File: src/rtl/sc_fifo.sv
// -----------------------------------------------------------------------------
// sc_fifo -- parametrised single-clock FIFO
//
// Purpose:
//   Same-domain buffering of decoder data (bitstream words, residual and
//   intra-prediction data). All 2^addr_bits slots are usable because the
//   pointers carry one extra wrap bit. The FIFO provides:
//   - programmable almost-full and almost-empty flags;
//   - sticky overflow and underflow error flags;
//   - an optional first-word-fall-through read port.
//
// Build option:
//   SC_FIFO_FWFT_EN
//     Undefined: rd_data is registered and is valid one cycle after an
//     accepted rd. It holds its value otherwise.
//     Defined: rd_data shows the head word combinationally whenever
//     rd_empty=0, and rd acts as an acknowledge.
//
// Parameters:
//   data_bits      width of one FIFO word
//   addr_bits      log2 of the depth (depth = 1 << addr_bits)
//   afull_margin   wr_almost_full when free slots <= afull_margin
//   aempty_margin  rd_almost_empty when words_avail <= aempty_margin
//
// Ports:
//   clk              in   clock; all logic runs on its rising edge
//   rst              in   synchronous active-high reset
//   wr / wr_data     in   write request and the word to write
//   wr_full          out  words_avail == depth
//   wr_almost_full   out  words_avail >= depth - afull_margin
//   rd               in   read request (pop)
//   rd_data          out  read word (timing depends on SC_FIFO_FWFT_EN)
//   rd_empty         out  words_avail == 0
//   rd_almost_empty  out  words_avail <= aempty_margin
//   words_avail      out  occupancy, 0..depth
//   overflow         out  sticky: a write was attempted while full
//   underflow        out  sticky: a read was attempted while empty
// -----------------------------------------------------------------------------
module sc_fifo #(
  parameter int data_bits     = 16,
  parameter int addr_bits     = 7,
  parameter int afull_margin  = 4,
  parameter int aempty_margin = 4
) (
  input  logic                 clk,
  input  logic                 rst,
  input  logic                 wr,
  input  logic [data_bits-1:0] wr_data,
  output logic                 wr_full,
  output logic                 wr_almost_full,
  input  logic                 rd,
  output logic [data_bits-1:0] rd_data,
  output logic                 rd_empty,
  output logic                 rd_almost_empty,
  output logic [addr_bits:0]   words_avail,
  output logic                 overflow,
  output logic                 underflow
);

  localparam int depth = 1 << addr_bits;

  // Thresholds are held at the occupancy width, so the comparisons never
  // truncate.
  localparam logic [addr_bits:0] depth_cnt    = (addr_bits+1)'(depth);
  localparam logic [addr_bits:0] afull_level  = depth_cnt - (addr_bits+1)'(afull_margin);
  localparam logic [addr_bits:0] aempty_level = (addr_bits+1)'(aempty_margin);
  localparam logic [addr_bits:0] ptr_one      = (addr_bits+1)'(1);

  logic [data_bits-1:0] mem [depth];

  // Each pointer has one extra wrap bit. The difference between the two
  // pointers therefore separates full (depth) from empty (0) without a
  // spare slot.
  logic [addr_bits:0]   wr_ptr_reg;
  logic [addr_bits:0]   rd_ptr_reg;
  logic                 overflow_reg;
  logic                 underflow_reg;
  logic                 wr_accept;
  logic                 rd_accept;
  logic [addr_bits-1:0] wr_idx;
  logic [addr_bits-1:0] rd_idx;

  assign wr_idx = wr_ptr_reg[addr_bits-1:0];
  assign rd_idx = rd_ptr_reg[addr_bits-1:0];

  // Modulo subtraction of the pointers gives the occupancy.
  assign words_avail     = wr_ptr_reg - rd_ptr_reg;
  assign wr_full         = (words_avail == depth_cnt);
  assign wr_almost_full  = (words_avail >= afull_level);
  assign rd_empty        = (words_avail == '0);
  assign rd_almost_empty = (words_avail <= aempty_level);
  assign overflow        = overflow_reg;
  assign underflow       = underflow_reg;

  // The accept terms look only at the current occupancy. At the boundaries
  // this gives the required behaviour for a simultaneous wr and rd:
  //   full  -> the read is accepted and the write is rejected;
  //   empty -> the write is accepted and the read is rejected.
  // A write in the reset cycle is dropped.
  assign wr_accept = wr && !wr_full && !rst;
  assign rd_accept = rd && !rd_empty && !rst;

  // The RAM write port has no reset, so the array can map onto block RAM.
  always_ff @(posedge clk) begin
    if (wr_accept) begin
      mem[wr_idx] <= wr_data;
    end
  end

  always_ff @(posedge clk) begin
    if (rst) begin
      wr_ptr_reg    <= '0;
      rd_ptr_reg    <= '0;
      overflow_reg  <= 1'b0;
      underflow_reg <= 1'b0;
    end else begin
      if (wr_accept) begin
        wr_ptr_reg <= wr_ptr_reg + ptr_one;
      end
      if (rd_accept) begin
        rd_ptr_reg <= rd_ptr_reg + ptr_one;
      end
      // A rejected operation only sets its sticky flag.
      if (wr && wr_full) begin
        overflow_reg <= 1'b1;
      end
      if (rd && rd_empty) begin
        underflow_reg <= 1'b1;
      end
    end
  end

`ifdef SC_FIFO_FWFT_EN
  // The head word falls through combinationally. Its value is meaningless
  // while rd_empty=1.
  assign rd_data = mem[rd_idx];
`else
  // The output register loads only on an accepted read. It holds its value
  // through idle cycles and rejected reads.
  logic [data_bits-1:0] rd_data_reg;

  always_ff @(posedge clk) begin
    if (rst) begin
      rd_data_reg <= '0;
    end else if (rd_accept) begin
      rd_data_reg <= mem[rd_idx];
    end
  end

  assign rd_data = rd_data_reg;
`endif

endmodule

File: config.mk
export PLATFORM = sky130hd
export DESIGN_NAME = sc_fifo
export DESIGN_NICKNAME = d
export VERILOG_FILES = /design/src/rtl/sc_fifo.sv
export SDC_FILE = /design/constraint.sdc
export NUM_CORES = 2
export LEC_CHECK = 0
export CORE_MARGIN = 3
export CORE_UTILIZATION = 58
export CTS_BUF_LIST = sky130_fd_sc_hd__clkbuf_4 sky130_fd_sc_hd__clkbuf_8
export CTS_CLUSTER_DIAMETER = 40
export DETAILED_ROUTE_END_ITERATION = 10
export HOLD_SLACK_MARGIN = 0.02
export PLACE_DENSITY = 0.78
export SYNTH_ARGS = -nofsm -noshare
export SYNTH_HDL_FRONTEND = slang
export SYNTH_SLANG_ARGS = --single-unit
File: constraint.sdc
create_clock -name clk -period 6.2 [get_ports clk]
set_input_delay 1.55 -clock clk [delete_from_list [all_inputs] [get_ports clk]]
set_output_delay 1.55 -clock clk [all_outputs]
set_load 0.05 [all_outputs]
# After elaboration in Yosys (flattened, before gate mapping)
# Memories as Yosys holds them, arrays and structs flattened. A register that Yosys moved wholly into a read port is not among the register bits.
# Cells that the tools add are included.
[classes]
magnitude_cmp = 2
n_eq_ne = 1
addsub = 3
mux = 2
reduce_logical = 10
[ops]
columns = ["cell", "n"]
rows = [
  ["adder 8 x 1 -> 8 bit, second input constant", 2],
  ["equality test 8 bit, second input constant", 1],
  [">= comparator 8 x 7 -> 1 bit, second input constant", 1],
  ["<= comparator 8 x 3 -> 1 bit, second input constant", 1],
  ["zero test 8 bit", 1],
  ["subtractor 8 bit", 1],
  ["logical AND 1 bit", 6],
  ["zero test 1 bit", 3],
  ["2-to-1 mux 1 bit", 2],
]
[word_totals]
ff_bits = 18
memories = 1
word_cells = 23
output_inout_bits = 30
ramBits = 2048
in_bits = 20
[mem_list]
columns = ["memory", "depth", "width", "read_ports", "rd_clocked_by_memory_dff", "wr", "line", "text"]
rows = [
  ["mem", 128, 16, 1, 1, 1, "69", "logic [data_bits-1:0] mem [depth];"],
]

# Longest topological paths before layout
[logic_depth]
depth_word = 7
depth_mapped = 15
ltp_nobuf = 11

# Worst setup path after synthesis
# No wires, ideal clock.
[synth_path]
path_kind = "reg-to-output"
startpoint = "reg rd_ptr_reg[2]"
endpoint = "out wr_almost_full"
setup_slack_ns = 0.584
n_path_buf = 3
path_stages_with_launch = 12
t_arrival_ns = 4.066
required_ns = 4.650
cell_sequence = "dfxtp_1 buf_2 inv_2 buf_2 clkbuf_1 ha_1 nor2_1 a21oi_1 a21boi_0 xnor2_1 nand4_1 o21ai_0"
[synth_via]
elab_chain_cells = 2
[synth_rtl]
columns = ["item", "line", "text"]
rows = [
  ["start: declaration", "75", "logic [addr_bits:0] rd_ptr_reg;"],
  ["start signal: assignment", "121", "rd_ptr_reg <= rd_ptr_reg + ptr_one;"],
  ["subtractor 8 bit", "87", "assign words_avail = wr_ptr_reg - rd_ptr_reg;"],
  ["via words_avail[5]", "55", "output logic [addr_bits:0] words_avail,"],
  [">= comparator 8 x 7 -> 1 bit", "89", "assign wr_almost_full = (words_avail >= afull_level);"],
  ["end: declaration", "50", "output logic wr_almost_full,"],
]
# The timed path passes the listed nets, and every way through them passes these cells.

# Worst setup path after layout
[layout_path]
startpoint = "reg rd_ptr_reg[3]"
endpoint = "out words_avail[7]"
[layout_via]
elab_chain_cells = 1
[layout_rtl]
columns = ["item", "line"]
rows = [
  ["subtractor 8 bit", "87"],
  ["end: declaration", "55"],
]
# No other way between the ends.

==> out/results.txt <==
P per Cell Area: 377 mW/mm2
Die height: 377 um
Post-Syn Area: 0.0797 mm2
Global-route wire length before repair: 283 mm
YS warnings: 0
Worst-path fanout max: 14
Vias per inst: 6.72
Synth Area in Simple Gates: 1.84%
Critical Path RT: 4.65 ns
Post-CTS Resized: 1
Final period util: 96.4%
Critical Path End Type: output port
Wire per inst: 32.4 um
Arrival time worst endpoint: 4.43 ns
# clock sinks: 2082
Status: complete, no violations
Post-route DRC: 0
Power Total: 0.0337 W
Maximum buffer depth of the clock tree: 4
Period minus WS final: 5.98 ns
Post-synth top area cell: edfxtp_1
Vias in the first global route: 40400
Max frequency: 167 MHz
Count leader, synth: edfxtp_1
Clk Latency, worst-skew pair: 1.04 ns
Mapped Nets: 3617
Synth async-reset ratio: 0%
Clk_skew: 0.0756 ns
# setup viols final: 0
Total grt overflow: 0
R2R Path Start: rd_ptr_reg[3]
Final hold viol count: 0
Setup TNS: 0 ns
I/O Buffers: 49
DR vias: 40400
Mapped Cells: 3587
Die Span X: 377 um
Std-Cell Rows: 135
Post-synth cell types: 67
Root buf cell: clkbuf_8
Worst hold path depth: 2
R2r setup slk: 1.05 ns
Hold path endpoint: underflow
Post-synthesis adder-cell area fraction: 0.166%
Critical path class: flop to output port
Relative slew slack: 13.0%
Aggregate global-route resource usage: 27.9%
Largest family of logic cells by synthesized area: multiplexers
Post-CTS Setup Inserts: 0
Cts bufs inserted: 335
CTS Hold Buffers Added: 0
Main synth FF type: edfxtp_1
Synth Area per Inst: 22.2 um2
Static Leakage: 28.0 nW
Number of routed nets with antenna violations: 0
Startpoint Class: flop
Reg2Reg Depth: 10
DP Wirelength: 115 mm
RSZ-0062 raised after global routing: no
Xor and xnor area share after synthesis: 0.119%
Post-Place Worst Slack: 0.943 ns
Post-synthesis sequential area ratio: 78.0%
Fin nets: 4017
Max_cap viols: 0
Core area: 0.136 mm2
Hold crit path type: flop to flop
Initial antenna violation count: 10
Post-synth top area share: 77.1%
Die area: 0.142 mm2
Worst Tran Pin Value: 1.31 ns
Max reg flops: 2048
EDFF count, synth: 2048
Post-synthesis mux area share: 15.3%
Max Transition Viols Final: 0
IO Pins: 50
VDD IR-drop max: 0.394 mV
CTS H-tree depth: 5
Layout cells sized above 1: 29.9%
Initial core utilization: 58.6%
Final setup margin: 0.223 ns
Most area-consuming cells after synthesis: edfxtp_1 77%, mux4_2 14%, a22oi_1 1.2%, mux2i_1 0.90%, dfxtp_1 0.85%
Worst hold start: underflow
Final hold slack: 0.480 ns
Area Overhead vs Synth: 12.3%
Synth Area in Compound Gates: 3.33%
DR pass1 iterations: 8
Initial DRC Count: 6254
RR Endpoint: mem[55][10]
Pin count of the biggest net entering global routing: 125
List of most frequent post-synthesis cells: 2048 x edfxtp_1, 508 x mux4_2, 165 x nor2_1
WL final: 195 mm
Routability cong.: 0.932
Register bit total from synthesis: 2082
CTS tree: done
Worst-path clk slew: 0.07 ns
[worst max-delay path, stage by stage (launching register included)]
cell             delay [ns]
dfxtp_2                0.56
clkinv_1               0.39
ha_1                   0.54
o21ai_1                0.15
a21oi_1                0.26
a41oi_2                0.20
xor2_2                 0.24
inv_2                  0.21
clkdlybuf4s50_1        0.84
[layout by cell type, fill, tap and decap left out, drive strengths merged, types with 5 or more instances in the layout]
cell type,count
a211oi,28
a21o,6
a21oi,51
a221oi,61
a22oi,127
and3,5
buf,232
bufinv,11
clkbuf,437
clkdlybuf4s50,29
clkinv,114
clkinvlp,7
dfxtp,34
diode,8
edfxtp,2048
ha,9
inv,14
mux2i,72
mux4,508
nand2,47
nand3,44
nand4,10
nor2,165
nor2b,7
nor3,10
o21ai,72
or3,13
xnor2,8
[kinds of logic after synthesis]
kind of cell | after synthesis
AOI/OAI and AO/OA | 372
xor gates and xnor gates | 10
adders and majority gates | 10
buffers and inverters | 213
DFF | 2082
muxes | 583
and+or+nand+nor | 317
[per-stage QoR]
step                instance area [um2]  cells  utilization (%)
global route                      89500   6000             65.8
floorplan                         79700   3587                -
finish                            89500   6007             65.8
detailed placement                83200   5431             61.2
global placement                  83200   5431             61.2
CTS                               89500   5999             65.8
[where the power goes]
group / internal (W) / switching, W / total, W
Combinational: 0.00297 / 0.00379 / 0.00676
Sequential: 0.0155 / 0.000133 / 0.0157
Clock: 0.00614 / 0.00514 / 0.0113
Total: 0.0247 / 0.00907 / 0.0337
[cell type report]
class                   count  area, um2
flip-flops and latches   2082      62200
fillers                  8314      46500
multi-input cells        1292      16600
clock buffers             437       5430
well taps                1781       2230
repair buffers            261       2130
clock inverters           131        871
inverters                  15       58.8
diodes                      8       20.0
[how the worst max path moves through the flow]
stage / slack, ns / start / to
2_1_floorplan: 0.58 / rd_ptr_reg[2] / wr_almost_full
3_3_place_gp: 1.19 / rd_ptr_reg[3] / mem[95][5]
3_5_place_dp: 0.94 / rd_ptr_reg[3] / mem[55][8]
4_1_cts: 0.27 / rd_ptr_reg[3] / words_avail[7]
5_1_grt: 0.07 / rd_ptr_reg[3] / words_avail[7]
6_report: 0.22 / rd_ptr_reg[3] / words_avail[7]
[per-layer routing]
metal,track usage [%],vias up,part of all wire (%)
met4,9.28,2,3.1
met5,0,-,0.0067
li1,-,16100,-
met1,39.1,20800,36
met2,41.9,3042,47
met3,9.42,405,14
Note: power is estimated with default switching activity, not from simulation.
